**src/rtl/csr_unit.sv**
```systemverilog
// Machine-mode CSR file and trap/return sequencer for the single-cycle RV32 core.
// Define CSR_COUNTERS_EN to add the 64-bit mcycle/minstret counters.
module csr_unit #(
    parameter logic [31:0] MTVEC_RST   = 32'h0000_0100,
    parameter int unsigned SYNC_STAGES = 2
) (
    input  logic        clk,
    input  logic        rst,
    input  logic [31:0] pc,
    input  logic [11:0] csr_addr,
    input  logic [31:0] csr_wdata,
    input  logic        csr_rd,
    input  logic        csr_wr,
    input  logic        trap,
    input  logic        is_ebreak,
    input  logic        is_mret,
    input  logic        timer_irq,
    output logic [31:0] csr_rdata,
    output logic        epc_taken,
    output logic [31:0] epc_pc,
    output logic        irq_flush
);

    typedef enum logic [2:0] {
        ActNone,
        ActIrq,
        ActTrap,
        ActMret,
        ActWrite
    } action_e;

    localparam logic [31:0] CauseTimer  = 32'h8000_0007;
    localparam logic [31:0] CauseEcall  = 32'd11;
    localparam logic [31:0] CauseEbreak = 32'd3;

    logic                   mstatus_mie_q, mstatus_mie_d;
    logic                   mstatus_mpie_q, mstatus_mpie_d;
    logic                   mie_mtie_q, mie_mtie_d;
    logic [31:2]            mtvec_q, mtvec_d;
    logic [31:2]            mepc_q, mepc_d;
    logic [31:0]            mcause_q, mcause_d;
    logic [SYNC_STAGES-1:0] sync_q;

    logic    sync_irq;
    logic    irq_pend;
    action_e act;

    // csr_rd only qualifies the decoder's writeback select; reads are always live.
    logic unused_inputs;
    assign unused_inputs = csr_rd ^ (^pc[1:0]);

    assign sync_irq = sync_q[SYNC_STAGES-1];
    assign irq_pend = sync_irq & mstatus_mie_q & mie_mtie_q;

    always_comb begin
        act = ActNone;
        if (irq_pend) begin
            act = ActIrq;
        end else if (trap) begin
            act = ActTrap;
        end else if (is_mret) begin
            act = ActMret;
        end else if (csr_wr) begin
            act = ActWrite;
        end
    end

    always_comb begin
        epc_taken = 1'b0;
        epc_pc    = 32'h0;
        irq_flush = 1'b0;
        if (!rst) begin
            unique case (act)
                ActIrq: begin
                    irq_flush = 1'b1;
                    epc_taken = 1'b1;
                    epc_pc    = {mtvec_q, 2'b00};
                end
                ActTrap: begin
                    epc_taken = 1'b1;
                    epc_pc    = {mtvec_q, 2'b00};
                end
                ActMret: begin
                    epc_taken = 1'b1;
                    epc_pc    = {mepc_q, 2'b00};
                end
                default: ;
            endcase
        end
    end

    always_comb begin
        mstatus_mie_d  = mstatus_mie_q;
        mstatus_mpie_d = mstatus_mpie_q;
        mie_mtie_d     = mie_mtie_q;
        mtvec_d        = mtvec_q;
        mepc_d         = mepc_q;
        mcause_d       = mcause_q;
        unique case (act)
            ActIrq, ActTrap: begin
                mepc_d         = pc[31:2];
                mstatus_mpie_d = mstatus_mie_q;
                mstatus_mie_d  = 1'b0;
                if (act == ActIrq) begin
                    mcause_d = CauseTimer;
                end else begin
                    mcause_d = is_ebreak ? CauseEbreak : CauseEcall;
                end
            end
            ActMret: begin
                mstatus_mie_d  = mstatus_mpie_q;
                mstatus_mpie_d = 1'b1;
            end
            ActWrite: begin
                case (csr_addr)
                    12'h300: begin
                        mstatus_mie_d  = csr_wdata[3];
                        mstatus_mpie_d = csr_wdata[7];
                    end
                    12'h304: mie_mtie_d = csr_wdata[7];
                    12'h305: mtvec_d    = csr_wdata[31:2];
                    12'h341: mepc_d     = csr_wdata[31:2];
                    12'h342: mcause_d   = csr_wdata;
                    default: ;
                endcase
            end
            default: ;
        endcase
    end

    always_ff @(posedge clk or posedge rst) begin
        if (rst) begin
            mstatus_mie_q  <= 1'b0;
            mstatus_mpie_q <= 1'b0;
            mie_mtie_q     <= 1'b0;
            mtvec_q        <= MTVEC_RST[31:2];
            mepc_q         <= 30'h0;
            mcause_q       <= 32'h0;
            sync_q         <= '0;
        end else begin
            mstatus_mie_q  <= mstatus_mie_d;
            mstatus_mpie_q <= mstatus_mpie_d;
            mie_mtie_q     <= mie_mtie_d;
            mtvec_q        <= mtvec_d;
            mepc_q         <= mepc_d;
            mcause_q       <= mcause_d;
            sync_q         <= {sync_q[SYNC_STAGES-2:0], timer_irq};
        end
    end

`ifdef CSR_COUNTERS_EN
    logic [63:0] mcycle_q, mcycle_d;
    logic [63:0] minstret_q, minstret_d;

    // A write to either half of a counter replaces the increment for that cycle.
    always_comb begin
        mcycle_d   = mcycle_q + 64'd1;
        minstret_d = irq_flush ? minstret_q : minstret_q + 64'd1;
        if (act == ActWrite) begin
            case (csr_addr)
                12'hB00: mcycle_d   = {mcycle_q[63:32], csr_wdata};
                12'hB80: mcycle_d   = {csr_wdata, mcycle_q[31:0]};
                12'hB02: minstret_d = {minstret_q[63:32], csr_wdata};
                12'hB82: minstret_d = {csr_wdata, minstret_q[31:0]};
                default: ;
            endcase
        end
    end

    always_ff @(posedge clk or posedge rst) begin
        if (rst) begin
            mcycle_q   <= 64'h0;
            minstret_q <= 64'h0;
        end else begin
            mcycle_q   <= mcycle_d;
            minstret_q <= minstret_d;
        end
    end
`endif

    always_comb begin
        csr_rdata = 32'h0;
        case (csr_addr)
            12'h300: csr_rdata = {24'h0, mstatus_mpie_q, 3'b000, mstatus_mie_q, 3'b000};
            12'h304: csr_rdata = {24'h0, mie_mtie_q, 7'h0};
            12'h305: csr_rdata = {mtvec_q, 2'b00};
            12'h341: csr_rdata = {mepc_q, 2'b00};
            12'h342: csr_rdata = mcause_q;
            12'h344: csr_rdata = {24'h0, sync_irq, 7'h0};
`ifdef CSR_COUNTERS_EN
            12'hB00: csr_rdata = mcycle_q[31:0];
            12'hB80: csr_rdata = mcycle_q[63:32];
            12'hB02: csr_rdata = minstret_q[31:0];
            12'hB82: csr_rdata = minstret_q[63:32];
`endif
            default: csr_rdata = 32'h0;
        endcase
    end

endmodule

```
**config.mk**
```make
export PLATFORM = sky130hd
export DESIGN_NAME = csr_unit
export DESIGN_NICKNAME = d
export VERILOG_FILES = /design/src/rtl/csr_unit.sv
export SDC_FILE = /design/constraint.sdc
export NUM_CORES = 1
export LEC_CHECK = 0
export BUFFER_PORTS_ARGS = -buffer_cell sky130_fd_sc_hd__buf_2
export CAP_MARGIN = 0
export CORE_ASPECT_RATIO = 1.2
export CORE_MARGIN = 2
export CORE_UTILIZATION = 37
export CTS_BUF_LIST = sky130_fd_sc_hd__clkbuf_8
export DETAILED_ROUTE_END_ITERATION = 6
export PLACE_DENSITY = 0.6
export SKIP_LAST_GASP = 1
export SYNTH_ARGS = -nofsm -noshare
export SYNTH_HDL_FRONTEND = slang
export SYNTH_SLANG_ARGS = --single-unit
```
**constraint.sdc**
```tcl
create_clock -name clk -period 4.8 [get_ports clk]
set_input_delay 1.44 -clock clk [delete_from_list [all_inputs] [get_ports clk]]
set_output_delay 1.44 -clock clk [all_outputs]
set_load 0.005 [all_outputs]
```
After elaboration in Yosys (flattened, before gate mapping). Index checks and enable logic that the tools add are counted.

Bitwise logic cells: 2. Equal/unequal tests: 13. Reductions and logical operators: 9. Muxes and demuxes: 21.

Operator list (number): $pmux 32 s6 (1); $pmux 32 s2 (2); $mux 32 (3); $eq 12x10->1 const B (6); $pmux 30 s2 (1); $mux 30 (1); $mux 3 (4); $reduce_and 2->1 (5); $eq 3x2->1 const B (2); $mux 1 (6); $ne 2x2->1 const B (3); $pmux 1 s3 (2); $mux 4 (1); $eq 3x1->1 const B (1); $eq 3x3->1 const B (1); $reduce_bool 3->1 (1); $reduce_or 3->1 (1); $and 1x1->1 (2); $reduce_bool 2->1 (1); $reduce_or 2->1 (1).

Input port bits: 84. Flip-flop bits (word level): 97. Logic and storage cells: 52. Output and inout port bits: 66.

Depth between registers and ports, before layout.
Depth after elaboration: 8. Depth in mapped cells: 6. Depth with buffers taken out: 4.

Worst setup path before layout. No wires, ideal clock.

Kind: input to output. Start: input port csr_addr[4]. End: output port csr_rdata[12]. Data arrival time: 2.838 ns. Setup slack: 0.522 ns. Cell stages on the path: 5. Path through: or4_4 nor4_2 clkbuf_1 and2_1 a221o_1.

Word-level cells in the longest chain between the ends: 2. Elaborated cells between the ends (all ways): 7. Classes of those cells: eq/ne: 6; mux: 1.

Ends and longest elaborated chain: start: declaration (RTL line 10) `input logic [11:0] csr_addr,`; $eq 12x10->1 (RTL line 183) `case (csr_addr)`; $pmux 32 s6 * (RTL line 183); end: declaration (RTL line 18) `output logic [31:0] csr_rdata,`.

Every way passes the cells marked *; elsewhere a longest branch is shown, timed or not.

Final worst setup path.
Start: input port csr_addr[4]. End: output port csr_rdata[20].

The elaborated chain is that of the path after synthesis.

==> metrics.md <==
| Metric | Value |
|---|---|
| Critical path class | `in -> out` |
| Final net count | `715` |
| WL/cell | `19.4 um` |
| Placed Cells | `791` |
| Pin count of the biggest net entering global routing | `56` |
| CTS root buf | `clkbuf_8` |
| WP data required | `3.36 ns` |
| Skew final | `0.0137 ns` |
| Max rail drop VDD | `0.114 mV` |
| GRT Total Usage | `20.6%` |
| EDFF count, synth | `0` |
| Initial drt markers | `285` |
| Final Non-Filler Cells | `807` |
| Worst slew margin | `40.5%` |
| Row count | `47` |
| Period utilization | `95.3%` |
| Leak Pwr | `0.00299 uW` |
| DIE AREA | `15100 um2` |
| Reg area | `2430 um2` |
| Global-route wire length before repair | `24700 um` |
| DIE WIDTH | `113 um` |
| Status | `finished, final reports clean` |
| Arrival @ worst endpoint | `3.13 ns` |
| Buf/Inv on CP | `3` |
| Hold-fix buffers, CTS | `0` |
| Cell taking the most area after synthesis | `dfrtp_1` |
| Register area share after synthesis | `46.4%` |
| Syn_area_per_cell | `10.4 um2` |
| Clock latency on the worst-skew pair | `0.37 ns` |
| CP cell instances | `buf_2 -> or4_4 -> nor4_4 -> buf_12 -> and2_1 -> a221o_1 -> buf_2` |
| Initial antenna violation count | `0` |
| DP Wirelength | `9880 um` |
| Endpoints failing hold | `0` |
| Setup TNS | `0 ns` |
| Setup slack after layout | `0.226 ns` |
| ANT nets after route | `0` |
| Finish-stage setup viols | `0` |
| Cts repair resizes | `0` |
| Share of layout cells above drive strength 1 | `43.7%` |
| Core ar. | `13800 um2` |
| Num CTS Buffers | `9` |
| Number of port buffers | `144` |
| Synthesized area | `5240 um2` |
| H-tree depth | `3` |
| Synth cell count leaders | `dfrtp_1 (96), nand2_1 (35), and2_1 (34), nand3_1 (34), a21oi_1 (33)` |
| Slew Limit Fails | `0` |
| Final core utilization | `46.3%` |
| Routability Congestion | `0.819` |
| TritonCTS clock tree | `built` |
| Max Cap Viol | `0` |
| Synth unique cells | `43` |
| Vias | `4567` |
| Gr ovfl total | `0` |
| Power per cell area | `256 nW/um2` |
| Final min period | `4.57 ns` |
| Worst path max stage delay | `0.57 ns` |
| Die height | `134 um` |
| Ys Warns | `0` |
| Crit-path slowest cell | `or4_4` |
| Drt drc | `0` |
| Max clock buf depth | `2` |
| ANT cells | `0` |
| Clock Sinks | `97` |
| Starting Density | `37.9%` |
| Post-Synthesis Cells | `502` |
| CTS clk-pin slew, worst paths | `0.10 ns` |
| Fill cell count | `1323` |
| First-pass iteration count of the detailed router | `4` |
| I/O pin total | `150` |
| Vias/cell | `5.66` |
| Family with the most delay on the worst path | `simple AND/OR/NAND/NOR gates` |
| Multi-input logic area | `2620 um2` |
| Area share of the largest cell type after synthesis | `45.9%` |
| Crit Path Max Fanout | `32` |
| Cell repeated most along the worst path | `buf_2` |
| Vias in the first global route | `4595` |
| Synth Flop Type | `dfrtp_1` |
| Top post-synthesis cells by area | `dfrtp_1 (46%), mux2_2 (6.4%), o221a_2 (6.4%)` |
| Hold Crit Class | `reg -> reg` |
| Peak Freq | `219 MHz` |
| Final wirelength | `15700 um` |
| Async set-or-reset flop fraction in the synthesized netlist | `100%` |
| CP endpoint kind | `output pin` |
| Area Overhead vs Synth | `22.2%` |
| Most frequent cell after synthesis | `dfrtp_1` |
| CP Launch Type | `primary input` |
| Post-synthesis register bit count | `97` |
| Worst Tran Pin Value | `0.892 ns` |
| RSZ-0062 raised after global routing | `false` |
| Dpl ws | `0.236 ns` |
| Post-CTS Setup Repair Bufs | `0` |
per-stage QoR:
stage | power, uW | hold WS [ns] | area, um2
6_report | 1640 | 0.359 | 6400
5_1_grt | 1710 | 0.377 | 6400
4_1_cts | 1650 | 0.364 | 6400
3_5_place_dp | 1060 | 0.340 | 6180
3_3_place_gp | 1060 | 0.339 | 6180
2_1_floorplan | 976 | 0.331 | 5240
routing by layer:
layer	vias to the layer above	GRT usage, %	part of all wire [%]
li1	2093	-	-
met5	-	0	0
met2	157	34.1	50
met4	0	7.11	1.5
met1	2299	27.2	43
met3	18	3.57	5.5
cell families (layout without fill, tap and decap cells):
logic type	after synthesis	in the layout	share of synthesized area, %
AO/OA/AOI/OAI	103	103	16.6
other	1	2	0.0716
AND/OR/NAND/NOR	187	187	19.4
buffers and inverters	49	182	4.30
flip-flops	97	97	46.4
multiplexers	65	65	13.2
cell type report:
cell class	count	share of cell area, %
Inverter	3	0.215
Clock buffer	9	1.93
Multi-Input combinational cell	357	40.8
Sequential cell	97	37.9
Tap cell	171	3.34
Timing Repair Buffer	163	14.3
Clock inverter	7	1.47
placed cells by master, fill, tap and decap left out, types with 2 or more instances in the layout:
cell,count
inv_1,3
mux2_2,30
nand4_1,5
and4_1,2
nand2_1,35
conb_1,2
clkbuf_8,9
dfrtp_1,96
o221a_2,30
a221o_1,29
nand4b_1,3
nand3_1,34
nor4_4,2
mux2_1,3
mux2i_1,32
buf_2,144
nor2_1,32
or2_2,30
bufinv_16,2
buf_12,4
and2_1,34
o21ai_0,4
a21oi_1,33
buf_4,15
path summary, 6_finish.rpt:
check | startpoint | end | slack (ns) | depth (start not counted)
min reg2reg | sync_q[0] | sync_q[1] | 0.36 | 0
max reg2reg | mstatus_mie_q | mepc_q[21] | 2.25 | 5
max | csr_addr[4] | csr_rdata[20] | 0.23 | 7
max in group asynchronous | rst | mepc_q[20] | 2.39 | 3
min in group asynchronous | rst | mepc_q[8] | 1.61 | 2
min | sync_q[0] | sync_q[1] | 0.36 | 0
flip-flops by register name, summed over array words and instances, names as in the netlist:
register / cells
mstatus_mie_q: 1
mepc_q: 30
mtvec_q: 30
mstatus_mpie_q: 1
mcause_q: 32
sync_q: 2
mie_mtie_q: 1
worst reg2reg max path: stages (launching register included):
cell,delay [ns]
dfrtp_1,0.48
a31oi_4,0.22
buf_4,0.41
nand4_1,0.57
buf_4,0.46
o221a_2,0.30
power by group:
group | internal (uW) | total (uW) | switching [uW] | leakage, uW
registers | 843 | 864 | 21.8 | 0.00124
clock network | 294 | 589 | 295 | 0.000111
logic | 82.5 | 183 | 101 | 0.00164
total | 1220 | 1640 | 418 | 0.00299
(Power assumes the default switching activity.)
